$ cat config.mk
export PLATFORM = sky130hd
export DESIGN_NAME = busio_arbiter
export DESIGN_NICKNAME = d
export VERILOG_FILES = /design/src/rtl/busio_pkg.sv /design/src/rtl/busio_arbiter.sv
export SDC_FILE = /design/constraint.sdc
export NUM_CORES = 1
export LEC_CHECK = 0
export ABC_AREA = 1
export BUFFER_PORTS_ARGS = -buffer_cell sky130_fd_sc_hd__buf_2
export CORE_ASPECT_RATIO = 0.6
export CORE_UTILIZATION = 47
export CTS_CLUSTER_SIZE = 25
export DETAILED_ROUTE_END_ITERATION = 10
export HOLD_SLACK_MARGIN = 0.05
export PLACE_DENSITY = 0.84
export SYNTH_ARGS = -nofsm -noshare
export SYNTH_HDL_FRONTEND = slang
export SYNTH_SLANG_ARGS = --single-unit
$ cat constraint.sdc
create_clock -name clk -period 4.8 [get_ports clk]
set_input_delay 0 -clock clk [delete_from_list [all_inputs] [get_ports clk]]
set_output_delay 0 -clock clk [all_outputs]
set_load 0.1 [all_outputs]
$ cat src/rtl/busio_pkg.sv
// Shared definitions for the busio block: bus widths, arbiter state encoding
// and the saturating starvation-counter helper.
package busio_pkg;

  // Default widths of the external memory bus, also used by the bus adapter.
  localparam int BUS_ADDR_WIDTH = 32;
  localparam int BUS_DATA_WIDTH = 32;
  localparam int BUS_STRB_WIDTH = BUS_DATA_WIDTH / 8;

  // Arbiter state encoding (kept as plain constants for legacy tools).
  localparam logic [1:0] IDLE  = 2'd0;
  localparam logic [1:0] FETCH = 2'd1;
  localparam logic [1:0] DATA  = 2'd2;

  // Fetch anti-starvation counter.
  typedef logic [3:0] starve_cnt_t;

  // Increment that stops at the configured limit.
  function automatic starve_cnt_t starve_inc(input starve_cnt_t cnt, input starve_cnt_t limit);
    return (cnt >= limit) ? cnt : cnt + starve_cnt_t'(1);
  endfunction

endpackage

$ cat src/rtl/busio_arbiter.sv
// Shares the single external memory port between instruction fetch and the
// memory stage. One transaction in flight; data has priority, bounded by a
// fetch anti-starvation counter. A fetch whose address is redirected while on
// the bus is completed silently and immediately reissued.
module busio_arbiter
  import busio_pkg::*;
#(
  parameter int ADDR_WIDTH   = BUS_ADDR_WIDTH,
  parameter int DATA_WIDTH   = BUS_DATA_WIDTH,
  parameter int STARVE_LIMIT = 4
) (
  input  logic                    clk,
  input  logic                    reset,
  // instruction fetch side
  input  logic                    fetch_request,
  input  logic [ADDR_WIDTH-1:0]   fetch_address,
  output logic [DATA_WIDTH-1:0]   fetch_data,
  output logic                    fetch_ready,
  // memory stage side
  input  logic                    mem_request,
  input  logic                    mem_write,
  input  logic [ADDR_WIDTH-1:0]   mem_address,
  input  logic [DATA_WIDTH-1:0]   mem_write_data,
  input  logic [DATA_WIDTH/8-1:0] mem_strobe,
  output logic [DATA_WIDTH-1:0]   mem_read_data,
  output logic                    mem_ready,
  // external bus
  output logic                    ext_valid,
  output logic                    ext_write,
  output logic [ADDR_WIDTH-1:0]   ext_address,
  output logic [DATA_WIDTH-1:0]   ext_write_data,
  output logic [DATA_WIDTH/8-1:0] ext_strobe,
  input  logic                    ext_ready,
  input  logic [DATA_WIDTH-1:0]   ext_read_data
);

  localparam int          STRB_WIDTH = DATA_WIDTH / 8;
  localparam starve_cnt_t LIMIT      = starve_cnt_t'(STARVE_LIMIT);

  logic [1:0]            state_reg, state_next;
  starve_cnt_t           starve_cnt_reg, starve_cnt_next;
  logic                  stale_reg, stale_next;

  logic                  busy;
  logic                  complete;
  logic                  arbitrate;
  logic                  redirect;
  logic                  stale_now;
  logic                  fetch_cand;
  logic                  mem_cand;
  logic                  grant_fetch;
  logic                  grant_data;
  logic                  store_grant;
  logic [STRB_WIDTH-1:0] grant_strobe;

  // The bus request is simply "a transaction is in flight"; it drops with reset.
  assign ext_valid = busy;

  // Completion, redirect detection, requester exclusion and the grant decision.
  always_comb begin
    busy      = (state_reg != IDLE);
    complete  = busy && ext_ready;
    arbitrate = !busy || complete;

    // A fetch is stale if the pipeline dropped or moved it while it was on the bus,
    // including a change seen in the completion cycle itself.
    redirect  = (state_reg == FETCH) &&
                (!fetch_request || (fetch_address != ext_address));
    stale_now = stale_reg || redirect;

    fetch_ready   = complete && (state_reg == FETCH) && !stale_now;
    mem_ready     = complete && (state_reg == DATA);
    fetch_data    = ext_read_data;
    mem_read_data = ext_read_data;

    // The requester completing now still shows its old request; ignore it.
    // A dropped stale fetch is not excluded, so a redirected address goes out at once.
    fetch_cand = fetch_request && !fetch_ready;
    mem_cand   = mem_request && !mem_ready;

    grant_fetch = arbitrate && fetch_cand && (!mem_cand || (starve_cnt_reg == LIMIT));
    grant_data  = arbitrate && !grant_fetch && mem_cand;
    store_grant = grant_data && mem_write;
  end

  // Reads always present a full-width strobe; stores pass the byte enables through.
  generate
    for (genvar gi = 0; gi < STRB_WIDTH; gi++) begin : g_strobe
      assign grant_strobe[gi] = !store_grant || mem_strobe[gi];
    end
  endgenerate

  // Next state, starvation counter and stale flag.
  always_comb begin
    state_next      = state_reg;
    starve_cnt_next = starve_cnt_reg;
    stale_next      = stale_reg;

    if (grant_fetch) begin
      state_next = FETCH;
    end else if (grant_data) begin
      state_next = DATA;
    end else if (arbitrate) begin
      state_next = IDLE;
    end

    // Count only data grants that actually made a waiting fetch wait longer.
    if (grant_fetch) begin
      starve_cnt_next = '0;
    end else if (grant_data && fetch_cand) begin
      starve_cnt_next = starve_inc(starve_cnt_reg, LIMIT);
    end else if (!busy && !fetch_request) begin
      starve_cnt_next = '0;
    end

    if (grant_fetch || grant_data) begin
      stale_next = 1'b0;
    end else if (redirect) begin
      stale_next = 1'b1;
    end
  end

  // Control state registers.
  always_ff @(posedge clk or posedge reset) begin
    if (reset) begin
      state_reg      <= IDLE;
      starve_cnt_reg <= '0;
      stale_reg      <= 1'b0;
    end else begin
      state_reg      <= state_next;
      starve_cnt_reg <= starve_cnt_next;
      stale_reg      <= stale_next;
    end
  end

  // Bus fields are captured only at a grant and held until the next one.
  always_ff @(posedge clk or posedge reset) begin
    if (reset) begin
      ext_write      <= 1'b0;
      ext_address    <= '0;
      ext_write_data <= '0;
      ext_strobe     <= '0;
    end else if (grant_fetch || grant_data) begin
      ext_write      <= store_grant;
      ext_address    <= grant_fetch ? fetch_address : mem_address;
      ext_write_data <= grant_data ? mem_write_data : '0;
      ext_strobe     <= grant_strobe;
    end
  end

endmodule

==> results.py <==
metrics = {
    "job": {
        "cap_violations": 0,
    },
    "detailed_routing": {
        "drc": 0,
        "first_pass_iters": 5,
        "wl_um": 14500,
        "wire_per_inst_um": 15.1,
        "antenna_left": 0,
        "via_per_inst": 5.13,
        "drtIter0Drc": 224,
        "vias": 4907,
    },
    "synthesis": {
        "synth_commonest_cells": "nand2_1, nand3_1, dfrtp_1",
        "synth_flop_cell": "dfrtp_1",
        "synth.top_cell.area_share": 0.432,
        "syn-num-nets": 741,
        "synth_top_area_cell": "dfrtp_1",
        "synth.area.top_cells": "dfrtp_1, nand2_1, nand3_1",
        "post-synth-top-count-cell": "nand2_1",
        "synth_seq_area_share": 0.432,
        "avgSynthCellArea_um2": 7.33,
        "synth_edf_count": 0,
        "ys_ff_latch": 76,
        "yosysWarningCount": 0,
        "netlist_area_um2": 4400,
        "ys_types": 26,
        "async_flop_share": 1.00,
        "netlist_instances": 601,
    },
    "cts": {
        "clockRootBuffer": "clkbuf_16",
        "htree_levels": 3,
        "cts.path.max_buffers": 2,
        "path_clk_slew_ns": 0.06,
        "cts_tree": "done",
        "cts_buffers": 9,
        "clk-insertion-delay-late_ns": 0.33,
        "postCtsSetupBuffers": 0,
        "numClockSinks": 76,
    },
    "place": {
        "post-place-cells": 805,
        "place_ws_ns": 1.58,
        "portBuffers": 177,
        "placed_area_um2": 4850,
        "dpl.hpwl_um": 7870,
        "place_congestion": 0.836,
    },
    "floorplanning": {
        "start_util": 0.501,
        "die_area_um2": 9770,
        "coreArea_um2": 8780,
        "dieHeight_um": 77.0,
        "design.portCount": 274,
        "die_w_um": 127,
        "rows": 26,
    },
    "timing": {
        "holdWs_ns": 0.141,
        "max_freq_mhz": 258,
        "max_slew_margin": 0.357,
        "drv_slew": 0,
        "fin_worst_skew_ns": 0.00890,
        "min_period_ns": 3.87,
        "setup_ws_ns": 0.926,
        "rsz0062_at_grt": "false",
        "setup_viol": 0,
        "hold_viol_final": 0,
        "period_share": 0.807,
        "fin_tns_setup_ns": 0,
        "worst_pin_slew_ns": 0.964,
    },
    "worst_setup_path": {
        "worstSetupPathType": "flip-flop to flip-flop",
        "cp.required_ns": 5.01,
        "startpoint_type": "flip-flop",
        "end_kind": "flip-flop",
        "critPathArrivalTime_ns": 4.08,
        "path_max_fanout": 73,
    },
    "finish": {
        "largestRegisters": "ext_address: 32 flops, ext_write_data: 32 flops",
        "nets": 979,
        "fin_area_um2": 6870,
        "seq_area_um2": 1900,
        "diodes": 0,
        "area_delta_synth_final_pct": 56.0,
        "fin_cells": 956,
        "fillCellCount": 563,
        "multi_input_area_um2": 1670,
        "drive_gt1_frac": 0.278,
    },
    "pwr": {
        "ir_drop_uv": 504,
        "p_leak_uw": 0.00378,
        "internal_power_uw": 1760,
        "pwr-share-clk": 0.202,
        "power_frac_seq": 0.237,
        "p_per_area_nw_per_um2": 564,
        "switching_power_uw": 2110,
        "power_frac_comb": 0.561,
        "swShare": 0.544,
    },
    "global_routing": {
        "gr-usage-all-layers": 0.305,
        "grt_pass1_wl_um": 23300,
        "antenna_found_initial": 0,
        "grt_max_degree": 77,
        "overflow": 0,
        "grt_pass1_vias": 4831,
    },
    "hold_path": {
        "min_path_type": "input pin to flip-flop",
    },
    "run_status": {
        "run_status": "finished, final reports clean",
    },
}
==> stage by stage <==
step | power [µW] | util
after global placement | 2610 | 0.552
after CTS | 3860 | 0.782
after global routing | 4030 | 0.782
final | 3870 | 0.782
after floorplan | 2580 | -
after detailed placement | 2640 | 0.552
==> worst max-delay path, stage by stage (launching register included) <==
cell	delay, ns
dfrtp_1	0.41
inv_1	0.06
nand2_1	0.06
o21ai_1	0.10
nor2_1	0.10
nand2_1	0.07
nor2_1	0.05
nand2_1	0.10
nor2_1	0.08
nand4_2	0.11
nand3_4	0.09
nand2_4	0.59
clkinv_2	0.96
nand2_1	0.28
nand3_1	0.11
dlygate4sd3_1	0.56
==> path summary, 6_finish.rpt <==
path / from / slack [ns] / to / cells past startpoint
min in group asynchronous: reset / 0.53 / ext_write_data[10]$_DFFE_PP0N_ / 4
max in group asynchronous: reset / 3.66 / ext_write_data[12]$_DFFE_PP0N_ / 4
min reg2reg: ext_write_data[24]$_DFFE_PP0N_ / 0.49 / ext_write_data[24]$_DFFE_PP0N_ / 2
min: fetch_request / 0.14 / starve_cnt_reg[2]$_DFFE_PP0P_ / 5
max reg2reg: ext_address[21]$_DFFE_PP0N_ / 0.93 / ext_address[7]$_DFFE_PP0N_ / 15
max: ext_address[21]$_DFFE_PP0N_ / 0.93 / ext_address[7]$_DFFE_PP0N_ / 15
==> repair_timing <==
item	4_1_cts	5_1_grt
resized for setup	0	0
endpoints found under the hold margin	211	0
hold buffers	135	0
==> cell families (layout without fill, tap and decap cells) <==
group | Yosys count | in the layout | synth area share
adder cells (fa/ha/maj) | 2 | 2 | 0.00568
XOR/XNOR | 6 | 6 | 0.0119
buffers and inverters | 149 | 392 | 0.189
AO/OA/AOI/OAI | 14 | 14 | 0.0173
flip-flops | 76 | 76 | 0.432
AND/OR/NAND/NOR | 354 | 354 | 0.344
==> area by class of cell <==
type                       count  area share
timing repair buffer         314       0.375
sequential                    76       0.277
multi-input combinational    376       0.243
inverter                      62      0.0343
clock buffer                   9      0.0328
tap                          112      0.0204
clock inverter                 7      0.0179
==> power groups by stage <==
stage / logic, µW / registers, µW / clock network, µW
2_1_floorplan: 617 / 1970 / 0
5_1_grt: 2270 / 936 / 822
6_report: 2170 / 918 / 783
3_3_place_gp: 1700 / 910 / 0
3_5_place_dp: 1720 / 919 / 0
4_1_cts: 2150 / 910 / 798
==> cell usage in the layout (no fill, tap or decap), types with 2 or more instances in the layout <==
cell / netlist / final
nand2_1: 200 / 200
buf_2: 4 / 177
nand3_1: 105 / 105
dlygate4sd3_1: 0 / 103
dfrtp_1: 76 / 76
inv_1: 59 / 58
nor2_1: 38 / 38
buf_12: 0 / 32
o21ai_0: 9 / 9
clkbuf_16: 0 / 9
xnor2_1: 4 / 4
nand3b_1: 4 / 4
o21ai_1: 3 / 3
nand4_1: 3 / 3
bufinv_16: 0 / 3
xor2_1: 2 / 2
clkinv_2: 1 / 2
ha_1: 2 / 2
clkinvlp_4: 0 / 2
buf_4: 69 / 2
==> metal layers <==
metal | track usage | up-vias | wire length (µm)
met5 | 0 | - | 0
met4 | 0.143 | 0 | 544
met1 | 0.360 | 2260 | 5570
met2 | 0.526 | 314 | 7150
met3 | 0.0740 | 51 | 1220
li1 | - | 2282 | -
Power figures use the tool's default switching activity.
